File: src/rtl/store_merge_unit.sv
// Store merge unit: sw writes directly; sh/sb read-modify-write against word memory. Optional macro STORE_LANE_SEL_EN selects lanes by addr[1:0].
// Latency: sw done at cycle 2, sh/sb done at cycle 3+MEM_LAT; start is ignored while busy, with no queueing.
module store_merge_unit #(
  parameter int unsigned MEM_LAT = 1
) (
  input  logic        clk_i,
  input  logic        reset_i,
  input  logic        start_i,
  input  logic [31:0] addr_i,
  input  logic [31:0] wdata_i,
  input  logic [1:0]  ctrl_i,
  output logic [31:0] mem_addr_o,
  output logic        mem_rd_o,
  input  logic [31:0] mem_rdata_i,
  output logic        mem_wr_o,
  output logic [31:0] mem_wdata_o,
  output logic        busy_o,
  output logic        done_o,
  output logic        err_o
);

  localparam int unsigned CW = (MEM_LAT > 1) ? $clog2(MEM_LAT) : 1;
  localparam logic [CW-1:0] LAST = CW'(MEM_LAT - 1);

  typedef enum logic [2:0] {
    S_IDLE,
    S_READ,
    S_WAIT,
    S_WRITE,
    S_DONE
  } state_t;

  state_t        state_q;
  logic [CW-1:0] cnt_q;
  logic [31:0]   wdata_q;
  logic [1:0]    ctrl_q;
  logic [31:0]   mem_addr_q;
  logic          mem_rd_q;
  logic          mem_wr_q;
  logic [31:0]   mem_wdata_q;
  logic          busy_q;
  logic          done_q;

  logic          is_word;
  logic          misalign;
  logic [31:0]   word_addr;
  logic [31:0]   merged_d;

  assign is_word = (ctrl_i == 2'b00) || (ctrl_i == 2'b11);

`ifdef STORE_LANE_SEL_EN
  logic [1:0] lane_q;
  logic       err_q;

  assign word_addr = {addr_i[31:2], 2'b00};
  assign misalign  = (ctrl_i == 2'b01 && addr_i[0]) || (is_word && addr_i[1:0] != 2'b00);
  assign err_o     = err_q;

  // Little-endian lanes: the register's low byte/half lands on the addressed lane.
  always_comb begin
    merged_d = mem_rdata_i;
    if (ctrl_q == 2'b10) begin
      merged_d[{lane_q, 3'b000} +: 8] = wdata_q[7:0];
    end else begin
      merged_d[{lane_q[1], 4'b0000} +: 16] = wdata_q[15:0];
    end
  end
`else
  assign word_addr = addr_i;
  assign misalign  = 1'b0;
  assign err_o     = 1'b0;

  always_comb begin
    merged_d = mem_rdata_i;
    if (ctrl_q == 2'b10) begin
      merged_d[7:0] = wdata_q[7:0];
    end else begin
      merged_d[15:0] = wdata_q[15:0];
    end
  end
`endif

  always_ff @(posedge clk_i) begin
    if (reset_i) begin
      state_q     <= S_IDLE;
      cnt_q       <= '0;
      wdata_q     <= '0;
      ctrl_q      <= '0;
      mem_addr_q  <= '0;
      mem_rd_q    <= 1'b0;
      mem_wr_q    <= 1'b0;
      mem_wdata_q <= '0;
      busy_q      <= 1'b0;
      done_q      <= 1'b0;
`ifdef STORE_LANE_SEL_EN
      lane_q      <= '0;
      err_q       <= 1'b0;
`endif
    end else begin
      // Strobes are single-cycle: default low, raised only on the entering edge.
      mem_rd_q <= 1'b0;
      mem_wr_q <= 1'b0;
      done_q   <= 1'b0;
`ifdef STORE_LANE_SEL_EN
      err_q    <= 1'b0;
`endif
      case (state_q)
        S_IDLE: begin
          if (start_i) begin
            wdata_q <= wdata_i;
            ctrl_q  <= ctrl_i;
            busy_q  <= 1'b1;
`ifdef STORE_LANE_SEL_EN
            lane_q  <= addr_i[1:0];
`endif
            if (misalign) begin
              state_q <= S_DONE;
              done_q  <= 1'b1;
`ifdef STORE_LANE_SEL_EN
              err_q   <= 1'b1;
`endif
            end else if (is_word) begin
              state_q     <= S_WRITE;
              mem_wr_q    <= 1'b1;
              mem_addr_q  <= word_addr;
              mem_wdata_q <= wdata_i;
            end else begin
              state_q    <= S_READ;
              mem_rd_q   <= 1'b1;
              mem_addr_q <= word_addr;
              cnt_q      <= '0;
            end
          end
        end
        S_READ: begin
          state_q <= S_WAIT;
        end
        S_WAIT: begin
          if (cnt_q == LAST) begin
            mem_wdata_q <= merged_d;
            mem_wr_q    <= 1'b1;
            cnt_q       <= '0;
            state_q     <= S_WRITE;
          end else begin
            cnt_q <= cnt_q + CW'(1);
          end
        end
        S_WRITE: begin
          state_q     <= S_DONE;
          done_q      <= 1'b1;
          mem_addr_q  <= '0;
          mem_wdata_q <= '0;
        end
        S_DONE: begin
          state_q <= S_IDLE;
          busy_q  <= 1'b0;
        end
        default: begin
          state_q <= S_IDLE;
          busy_q  <= 1'b0;
        end
      endcase
    end
  end

  assign mem_addr_o  = mem_addr_q;
  assign mem_rd_o    = mem_rd_q;
  assign mem_wr_o    = mem_wr_q;
  assign mem_wdata_o = mem_wdata_q;
  assign busy_o      = busy_q;
  assign done_o      = done_q;

endmodule

File: config.mk
export PLATFORM = sky130hd
export DESIGN_NAME = store_merge_unit
export DESIGN_NICKNAME = d
export VERILOG_FILES = /design/src/rtl/store_merge_unit.sv
export SDC_FILE = /design/constraint.sdc
export NUM_CORES = 1
export LEC_CHECK = 0
export ABC_CLOCK_PERIOD_IN_PS = 2700
export BUFFER_PORTS_ARGS = -buffer_cell sky130_fd_sc_hd__buf_2
export CORE_ASPECT_RATIO = 0.9
export CORE_MARGIN = 5
export CORE_UTILIZATION = 49
export DETAILED_ROUTE_END_ITERATION = 10
export HOLD_SLACK_MARGIN = 0.15
export PLACE_DENSITY = 0.84
export SETUP_SLACK_MARGIN = 0.2
export SYNTH_ARGS = -nofsm -noshare
export SYNTH_HDL_FRONTEND = slang
export SYNTH_SLANG_ARGS = --single-unit
export TNS_END_PERCENT = 10
File: constraint.sdc
create_clock -name clk_i -period 2.7 [get_ports clk_i]
set_input_delay 0.27 -clock clk_i [delete_from_list [all_inputs] [get_ports clk_i]]
set_output_delay 0.27 -clock clk_i [all_outputs]
set_load 0.005 [all_outputs]
==> key figures, run 1 <==
Clock network
  • Clk_lat worst skew: 0.36 ns
  • Root Buffer: clkbuf_8
  • CTS Buffer Depth: 2
  • Post-CTS Setup Inserts: 0
  • TritonCTS clock tree: done
  • CTS Buf Count: 9
  • H-tree Lvls: 3
  • Clock-pin transition on the worst setup and hold timing paths: 0.09 ns
  • Clk sink count: 89

Synth
  • Post-synth EDFFs: 0
  • Distinct cells, synth: 31
  • Synth warn: 0
  • Seq/Total Area, Yosys: 0.5042
  • Mapped Nets: 487
  • Yosys reg bits: 89
  • Synth Area in Simple Gates: 0.1771
  • Post-synthesis compound-gate area fraction: 0.2302
  • Synth Area per Inst: 9.154 um2
  • Mux contribution to synthesized area: 0.02266
  • Main combinational cell family by area after synthesis: compound AO/OA/AOI/OAI gates
  • Mapped Area: 3533 um2
  • Post-synthesis xor/xnor area fraction: 0.002479
  • Cells after synthesis: 386
  • Top FF cell, synth: dfxtp_1
  • Async SR Flop Fraction: 0
  • Adder-cell share of the synthesized area: 0

Worst setup path
  • Worst EP required: 3.00 ns
  • Data arrival time of the critical path: 2.29 ns
  • Critical path, cell by cell: or2_0 > nor3_4 > a22o_1
  • CP max-delay cell: nor3_4
  • Critical path class: register to register
  • CP endpoint kind: register
  • Largest stage delay on the critical path: 0.78 ns
  • Crit path max fanout: 23
  • Worst Setup Start Kind: register

Final layout
  • Commonest non-fill, non-tap cell in the layout: buf_2
  • Most frequent cells in the layout: 160 x buf_2, 89 x dfxtp_1, 57 x nand2_1, 51 x a21oi_1, 42 x dlygate4sd3_1
  • Antenna diodes: 0
  • Layout cells sized above 1: 0.3310
  • Fin cells: 670
  • Final nets: 673
  • P&R area growth vs syn: 40.97%
  • Post-layout util: 0.7076

Detailed routing
  • DRC violations left: 0
  • DRT iter0 DRCs: 142
  • Vias: 3556
  • DRT Wirelength: 11030 um
  • Detailed Routing Iterations Pass 1: 4
  • WL/cell: 16.46 um
  • Vias per Instance: 5.307
  • Detail Route Antenna Nets: 0

Floorplan
  • Die X: 99.51 um
  • Die H: 90.56 um
  • Core area: 7039 um2
  • Full die area: 9012 um2
  • IO Count: 170
  • Rows: 29
  • Initial core utilization: 0.5020

STA
  • Fin. max-slew vios: 0
  • Final period util: 0.7404
  • Final hold vios: 0
  • Setup TNS: 0 ns
  • Fmax: 500.2 MHz
  • Final setup violation count: 0
  • Setup Skew: 0.005920 ns
  • RSZ-0062 raised after global routing: no
  • Slew HR: 0.3094
  • Crit path time final: 1.999 ns
  • Worst slew pin tran: 1.036 ns

Global route
  • GRT Residual Overflow: 0
  • First-pass GRT wire length: 17200 um
  • Vias in the first global route: 3555
  • Initial antenna violation count: 0
  • Largest net degree at the start of global routing: 42
  • Global-route usage over all layers: 0.2374

Power
  • Leakage: 2.206 nW
  • Pwr dens: 672.6 nW/um2
  • Peak supply drop: 0.5091 mV
  • Total power: 3.350 mW

Placed design
  • DP Cell Count: 612
  • Port Buffers: 160
  • HPWL Detailed: 6934 um
  • Placer Congestion: 0.8676

Hold path
  • Hold Crit Class: input port to register

Job
  • MaxCap Viol Count: 0

Run status
  • Status: complete, no violations
[where the power goes]
| group | total [mW] | internal (mW) | switching, mW |
|---|---|---|---|
| clock network | 1.08 | 0.614 | 0.469 |
| registers | 1.53 | 1.45 | 0.0789 |
| logic | 0.736 | 0.344 | 0.392 |
[sequential cells by signal, summed over array words and instances (netlist names)]
name	cells
busy_o	1
ctrl_q	2
done_o	1
mem_addr_o	32
mem_rd_o	1
mem_wdata_o	32
mem_wr_o	1
state_q	3
wdata_q	16
[synthesized netlist by cell type, drive strengths merged, types with 2 or more instances]
cell type	instances	area [um2]
nor2	37	146.4
nand2	57	214.0
or2	2	12.52
a2bb2oi	8	70.07
nor3b	24	180.2
mux2i	8	80.08
a22o	23	201.4
a21oi	52	264.0
nor3	5	36.29
nand2b	2	15.02
dfxtp	89	1782
buf	28	186.4
a211oi	34	255.2
clkbuf	8	30.03
[timing repair]
action                    4_1_cts  5_1_grt
hold endpoints to repair       41        1
resized for setup               0        0
hold buffers                   41        1
[layout make-up]
cell class | instances | area [um2]
clock buffer | 9 | 123.9
tap | 93 | 116.4
fill | 538 | 2058
clock inverter | 7 | 118.9
timing repair buffer | 211 | 1301
multi-input combinational | 260 | 1535
sequential | 89 | 1782
inverter | 1 | 3.754
[worst max-delay path: cells and delay by family, from the launching register on]
kind / cells / cell delay [ns]
AND/OR/NAND/NOR: 2 / 1.23
flip-flops: 1 / 0.42
AO/OA/AOI/OAI: 1 / 0.28
[metrics by stage]
step / hold WS (ns) / instance area [um2] / worst slack [ns]
floorplan: 0.4027 / 3533 / 1.211
global placement: 0.4372 / 4318 / 0.8325
detailed placement: 0.4461 / 4318 / 0.7558
CTS: 0.1501 / 4971 / 0.7234
global route: 0.1648 / 4981 / 0.5700
finish: 0.1675 / 4981 / 0.7010
[metal layers]
metal	up-vias	GRT usage	routed length, um
met5	-	0	0
met4	0	0.1035	268
met3	23	0.06641	905
met2	168	0.4346	5698
met1	1629	0.2504	4153
li1	1736	-	-
[logic make-up after synthesis]
group,after synthesis
compound gates,120
xor+xnor,1
buf+inv,37
flops,89
mux,8
other cells,1
simple gates,130
[final timing paths]
path	slack, ns	from	endpoint	cells after the start
max	0.70	state_q[0]	mem_addr_o[10]	3
min	0.17	wdata_i[2]	wdata_q[2]	3
min reg2reg	0.46	wdata_q[4]	wdata_q[4]	2
max reg2reg	0.70	state_q[0]	mem_addr_o[10]	3
(Power assumes the default switching activity.)
==> run 2: changes to the inputs <==
Settings changed: ABC_AREA set to 1, ABC_CLOCK_PERIOD_IN_PS 2700 to 1800, CORE_UTILIZATION 49 to 44, PLACE_DENSITY 0.84 to 0.77.
Clock period 2.7 ns to 1.8 ns, I/O delays scaled along.
==> run 2 against run 1 <==
Clock skew increased by 0.0034 ns. Cell count increased by 40%. Sequential power increased by 55%. Via count increased by 31%. Global-route usage decreased by 1.7 points. Utilization decreased by 7.1 points. Critical path depth increased by 5. Non-clock buffer count increased by 21. Synthesized cell count increased by 58%. Synthesized area increased by 17%. Flip-flop and latch count unchanged.
==> key figures, run 2 <==
Worst setup path
  • CP endpoint kind: register (unchanged)
  • Crit path max fanout: 24 (was 23)
  • CP Buf/Inv Count: 3 (was 0)
  • Register-to-register setup slack: 0.26 ns (was 0.70 ns)
  • Largest stage delay on the critical path: 0.36 ns (was 0.78 ns)
  • FF-to-FF Start: state_q[2] (was state_q[0])
  • Worst EP required: 2.10 ns (was 3.00 ns)
  • Data arrival time of the critical path: 1.83 ns (was 2.29 ns)
  • Critical path class: register to register (unchanged)
  • Delay-heaviest family, CP: buffers and inverters (was simple AND/OR/NAND/NOR gates)
  • Worst setup path start: state_q[2] (was state_q[0])
  • Critical path, cell by cell: inv_2 > nand2_2 > nor2_4 > nand2_2 > inv_2 > buf_12 > nand3_1 > o21ai_2 (was or2_0 > nor3_4 > a22o_1)
  • Worst R2R Path Depth: 8 (was 3)
  • Critical path depth: 8 (was 3)
  • CP max-delay cell: dfxtp_1 (was nor3_4)
  • Worst Setup Start Kind: register (unchanged)

Hold path
  • Hold Crit Class: input port to register (unchanged)
  • Hold Crit Start: mem_rdata_i[19] (was wdata_i[2])
  • Hold depth: 5 (was 3)

Clock network
  • Post-CTS Setup Inserts: 0 (unchanged)
  • Clk sink count: 89 (unchanged)
  • CTS Buf Count: 9 (unchanged)
  • H-tree Lvls: 3 (unchanged)
  • Root Buffer: clkbuf_8 (unchanged)
  • Clock-pin transition on the worst setup and hold timing paths: 0.09 ns (about the same)
  • Clk_lat worst skew: 0.35 ns (was 0.36 ns)
  • TritonCTS clock tree: done (unchanged)
  • CTS Buffer Depth: 2 (unchanged)

Detailed routing
  • Detailed Routing Iterations Pass 1: 5 (was 4)
  • Wl on met1: 5136 um (was 4153 um)
  • WL/cell: 13.54 um (was 16.46 um)
  • DRT Wirelength: 12660 um (was 11030 um)
  • Vias: 4647 (was 3556)
  • Top sig layer: met4 (unchanged)
  • Met3 routed WL: 1193 um (was 905 um)
  • Met2 WL: 6018 um (was 5698 um)
  • DRT iter0 DRCs: 207 (was 142)
  • Detail Route Antenna Nets: 0 (unchanged)
  • Vias per Instance: 4.970 (was 5.307)
  • DRC violations left: 0 (unchanged)

Floorplan
  • Core area: 9166 um2 (was 7039 um2)
  • Die X: 112.2 um (was 99.51 um)
  • Full die area: 11450 um2 (was 9012 um2)
  • Rows: 33 (was 29)
  • Die H: 102.0 um (was 90.56 um)
  • Initial core utilization: 0.4515 (was 0.5020)
  • IO Count: 170 (unchanged)

Global route
  • GRT Residual Overflow: 0 (unchanged)
  • Initial antenna violation count: 1 (was 0)
  • Global-route usage over all layers: 0.2205 (was 0.2374)
  • Vias in the first global route: 4449 (was 3555)
  • Largest net degree at the start of global routing: 56 (was 42)
  • First-pass GRT wire length: 20670 um (was 17200 um)

Synth
  • Async SR Flop Fraction: 0 (unchanged)
  • Post-synth EDFFs: 0 (unchanged)
  • Synth top area share: 0.4305 (was 0.5042)
  • Yosys reg bits: 89 (unchanged)
  • Seq/Total Area, Yosys: 0.4305 (was 0.5042)
  • Top-count cell post-synth: nand2_1 (was dfxtp_1)
  • Top FF cell, synth: dfxtp_1 (unchanged)
  • Mapped Nets: 711 (was 487)
  • Synth warn: 0 (unchanged)
  • Distinct cells, synth: 22 (was 31)
  • Main area contributors after synthesis: dfxtp_1 43%, nand2_1 14%, nand3_1 14% (was dfxtp_1 50%, a21oi_1 7.2%, a211oi_1 7.2%)
  • Synth Area per Inst: 6.785 um2 (was 9.154 um2)
  • Cells after synthesis: 610 (was 386)
  • Mapped Area: 4139 um2 (was 3533 um2)
  • Top cell type by total area after synthesis: dfxtp_1 (unchanged)
  • Most instantiated cells after synthesis: 159 x nand2_1, 115 x nand3_1, 89 x dfxtp_1, 73 x nor2_1, 52 x inv_1 (was 89 x dfxtp_1, 57 x nand2_1, 51 x a21oi_1, 36 x nor2_1, 34 x a211oi_1)

Final layout
  • Post-layout util: 0.6370 (was 0.7076)
  • Fin cells: 935 (was 670)
  • Layout cells sized above 1: 0.2685 (was 0.3310)
  • P&R area growth vs syn: 41.08% (was 40.97%)
  • Cell area after layout: 5839 um2 (was 4981 um2)
  • Most frequent cells in the layout: 160 x buf_2, 159 x nand2_1, 115 x nand3_1, 89 x dfxtp_1, 73 x nor2_1 (was 160 x buf_2, 89 x dfxtp_1, 57 x nand2_1, 51 x a21oi_1, 42 x dlygate4sd3_1)
  • Final nets: 911 (was 673)
  • Commonest non-fill, non-tap cell in the layout: buf_2 (unchanged)
  • Area of the multi-input gates: 1906 um2 (was 1535 um2)
  • Register area: 1782 um2 (unchanged)
  • Fill cell count: 796 (was 538)

STA
  • Fin. max-slew vios: 0 (unchanged)
  • Setup TNS: 0 ns (unchanged)
  • Fmax: 650.6 MHz (was 500.2 MHz)
  • Setup Skew: 0.009309 ns (was 0.005920 ns)
  • RSZ-0062 raised after global routing: yes (was no)
  • Hold WS: 0.1674 ns (was 0.1675 ns)
  • Final period util: 0.8539 (was 0.7404)
  • Final hold vios: 0 (unchanged)
  • Final setup violation count: 0 (unchanged)
  • Crit path time final: 1.537 ns (was 1.999 ns)

Placed design
  • HPWL Detailed: 7925 um (was 6934 um)
  • DP Area: 5011 um2 (was 4318 um2)
  • Placer Congestion: 0.8374 (was 0.8676)
  • DP Cell Count: 861 (was 612)
  • Port Buffers: 160 (unchanged)

Run status
  • Status: complete, no violations (unchanged)

Power
  • Peak supply drop: 0.4751 mV (was 0.5091 mV)
  • Pwr dens: 964.9 nW/um2 (was 672.6 nW/um2)
  • Leakage: 3.017 nW (was 2.206 nW)

Job
  • MaxCap Viol Count: 0 (unchanged)
run 2: final cells by class:
class	instances	share of cell area
clock inverter	4	0.01628
tap	122	0.02614
inverter	58	0.03771
clock buffer	9	0.02121
antenna	1	0.0004285
multi-input combinational	420	0.3263
timing repair buffer	232	0.2668
sequential	89	0.3051
run 2: through the flow:
| step | power, mW | worst slack (ns) |
|---|---|---|
| final | 5.634 | 0.2629 |
| after global placement | 3.934 | 0.3463 |
| after floorplan | 3.430 | 0.5682 |
| after CTS | 5.674 | 0.2477 |
| after detailed placement | 3.990 | 0.2621 |
| after global routing | 6.004 | 0.1294 |
run 2: final timing paths:
path	end
worst max-delay path	mem_addr_o[12]
worst min-delay path	mem_wdata_o[19]
worst max register to register	mem_addr_o[12]
worst min register to register	wdata_q[11]
run 2: routing by layer:
layer / up-vias / GRT usage
met5: - / 0
met4: 0 / 0.07948
met3: 28 / 0.06868
met2: 220 / 0.3793
met1: 2082 / 0.2626
li1: 2317 / -
run 2: tightest hold or removal path: stages:
cell and delay (ns):
buf_2 0.08, nand2_1 0.04, nand2_1 0.05, nor2_1 0.04
nor2_1 0.09
run 2: kinds of logic (layout without fill, tap and decap cells):
kind of cell,count (synthesis),after routing,share of synthesized area
flip-flops,89,89,0.4305
other,1,2,0.0009060
AO/OA/AOI/OAI,64,64,0.09583
AND/OR/NAND/NOR,355,355,0.3637
buffers and inverters,101,303,0.1091
run 2: where the power goes:
group          internal [mW]  leakage, nW  switching [mW]
combinational          0.724         2.17           0.963
sequential              2.24        0.732           0.138
clock                  0.898        0.111           0.675
run 2: repair_timing:
action | in CTS | in global routing
hold endpoints to repair | 60 | 0
endpoints found under the setup margin | 0 | 64
hold buffers | 60 | 0
resized for setup | 0 | 3
==> run 3: changes to the inputs <==
Settings changed: ABC_AREA 1 to not set, CORE_MARGIN 5 to 1.5, CORE_UTILIZATION 44 to 41, CTS_CLUSTER_DIAMETER set to 30, PLACE_DENSITY 0.77 to 0.75.
==> run 3 against run 2 <==
Via count fell by 23%. Worst hold slack worse by 0.0018 ns. Highest routed layer unchanged. Clock skew down 0.00057 ns. Critical path type unchanged. Utilization is 0.49 points lower. Largest power group unchanged. Power down 16%.
==> key figures, run 3 (synthesis results as in run 1) <==
Detailed routing
  • Vias per Instance: 5.039 (was 4.970)
  • DRC violations left: 0 (unchanged)
  • WL/cell: 14.28 um (was 13.54 um)
  • Detail Route Antenna Nets: 0 (unchanged)
  • Detailed Routing Iterations Pass 1: 4 (was 5)
  • DRT Wirelength: 10170 um (was 12660 um)
  • Vias: 3588 (was 4647)
  • DRT iter0 DRCs: 120 (was 207)

Floorplan
  • Die X: 100.9 um (was 112.2 um)
  • Rows: 31 (was 33)
  • Core area: 8184 um2 (was 9166 um2)
  • Full die area: 9185 um2 (was 11450 um2)
  • IO Count: 170 (unchanged)
  • Initial core utilization: 0.4317 (was 0.4515)
  • Die H: 91.07 um (was 102.0 um)

Final layout
  • Commonest non-fill, non-tap cell in the layout: buf_2 (unchanged)
  • Register area: 1782 um2 (unchanged)
  • Fill cell count: 669 (was 796)
  • Final nets: 693 (was 911)
  • P&R area growth vs syn: 46.42% (was 41.08%)
  • Area of the multi-input gates: 1545 um2 (was 1906 um2)
  • Most frequent cells in the layout: 160 x buf_2, 89 x dfxtp_1, 57 x nand2_1, 55 x dlygate4sd3_1, 51 x a21oi_1 (was 160 x buf_2, 159 x nand2_1, 115 x nand3_1, 89 x dfxtp_1, 73 x nor2_1)
  • Antenna diodes: 0 (was 1)
  • Layout cells sized above 1: 0.3333 (was 0.2685)

STA
  • Setup TNS: 0 ns (unchanged)
  • Final setup violation count: 0 (unchanged)
  • Final hold vios: 0 (unchanged)
  • Slew HR: 0.5847
  • Fmax: 616.1 MHz (was 650.6 MHz)
  • Post-route setup slack: 0.1770 ns (was 0.2629 ns)
  • Worst slew pin tran: 0.6216 ns
  • RSZ-0062 raised after global routing: yes (unchanged)
  • Crit path time final: 1.623 ns (was 1.537 ns)
  • Setup Skew: 0.008743 ns (was 0.009309 ns)
  • Final period util: 0.9017 (was 0.8539)
  • Fin. max-slew vios: 0 (unchanged)

Global route
  • Vias in the first global route: 3518 (was 4449)
  • Largest net degree at the start of global routing: 44 (was 56)
  • Initial antenna violation count: 0 (was 1)
  • First-pass GRT wire length: 16150 um (was 20670 um)
  • GRT Residual Overflow: 0 (unchanged)
  • Global-route usage over all layers: 0.2178 (was 0.2205)

Run status
  • Status: complete, no violations (unchanged)

Power
  • Peak supply drop: 0.6950 mV (was 0.4751 mV)
  • Total power: 4.709 mW (was 5.634 mW)
  • Pwr dens: 910.1 nW/um2 (was 964.9 nW/um2)
  • Leakage: 2.277 nW (was 3.017 nW)

Worst setup path
  • Worst EP required: 2.09 ns (was 2.10 ns)
  • CP endpoint kind: register (unchanged)
  • Delay-heaviest family, CP: compound AO/OA/AOI/OAI gates (was buffers and inverters)
  • CP max-delay cell: a21oi_4 (was dfxtp_1)
  • Data arrival time of the critical path: 1.91 ns (was 1.83 ns)
  • CP Buf/Inv Count: 0 (was 3)
  • Largest stage delay on the critical path: 0.54 ns (was 0.36 ns)
  • Critical path class: register to register (unchanged)
  • Worst Setup Start Kind: register (unchanged)
  • Critical path, cell by cell: nand2b_2 > o21ai_1 > a21oi_4 > a22o_1 (was inv_2 > nand2_2 > nor2_4 > nand2_2 > inv_2 > buf_12 > nand3_1 > o21ai_2)
  • Crit path max fanout: 23 (was 24)

Clock network
  • Root Buffer: clkbuf_8 (unchanged)
  • Clk_lat worst skew: 0.35 ns (about the same)
  • CTS Buf Count: 9 (unchanged)
  • Clock-pin transition on the worst setup and hold timing paths: 0.09 ns (about the same)
  • Clk sink count: 89 (unchanged)
  • H-tree Lvls: 3 (unchanged)
  • TritonCTS clock tree: done (unchanged)
  • CTS Buffer Depth: 2 (unchanged)

Placed design
  • Placer Congestion: 0.7596 (was 0.8374)
  • Port Buffers: 160 (unchanged)
  • Place WS: -0.04616 ns (was 0.2621 ns)
  • HPWL Detailed: 6380 um (was 7925 um)

Hold path
  • Hold Crit Class: input port to register (unchanged)

Job
  • MaxCap Viol Count: 0 (unchanged)
## run 3: cell count changes in the layout (fill, tap and decap cells not counted), sizes merged, moves of 8 or more
cell / delta
a22o: +23
a21oi: +24
o21ai: -34
nand2: -106
nor2: -39
mux2i: +8
a2bb2oi: +8
nand3: -116
inv: -54
a211oi: +34
nor3b: +24
## run 3: timing repair
item / CTS / global route
hold endpoints to repair: 55 / 0
hold buffers: 55 / 0
gates resized for setup: 1 / 1
endpoints found under the setup margin: 23 / 44
buffers inserted: 0 / 0
## run 3: path summary, 6_finish.rpt
| check | slack (ns) | cells after the start | end | from |
|---|---|---|---|---|
| worst max-delay path | 0.18 | 4 | mem_addr_o[6] | state_q[1] |
| worst min-delay path | 0.17 | 3 | mem_wdata_o[27] | wdata_i[27] |
| worst max register to register | 0.18 | 4 | mem_addr_o[6] | state_q[1] |
| worst min register to register | 0.45 | 2 | wdata_q[7] | wdata_q[7] |
## run 3: metrics by stage
stage,instance area (um2),instances,utilization,hold slack [ns]
CTS,5171,712,0.6319,0.1503
finish,5174,712,0.6322,0.1656
global placement,4436,641,0.5420,0.3966
detailed placement,4436,641,0.5420,0.4010
global route,5174,712,0.6322,0.1525
floorplan,3533,386,-,0.3127
## run 3: where the power goes
group	switching (mW)	internal, mW
registers	0.107	2.18
clock network	0.743	0.511
logic	0.590	0.580
total	1.44	3.27
## run 3: tightest hold or removal path, delay by kind of cell
family	cells	cell delay [ns]
AOI/OAI and AO/OA	2	0.19
buffers and inverters	1	0.10
## run 3: area by class of cell
class                           instances  share of cell area
Clock buffer                            9             0.02394
Clock inverter                          7             0.01040
Inverter                                1           0.0007255
Multi-Input combinational cell        260              0.2987
Sequential cell                        89              0.3444
Tap cell                              115             0.02781
Timing Repair Buffer                  231              0.2941
## run 3: per-layer routing
layer  vias up  global-route usage  share of wire
li1       1776                   -              -
met1      1638              0.2544           0.41
met2       157              0.3761           0.48
met3        17             0.06390          0.087
met4         0             0.07629          0.016
met5         -                   0              0
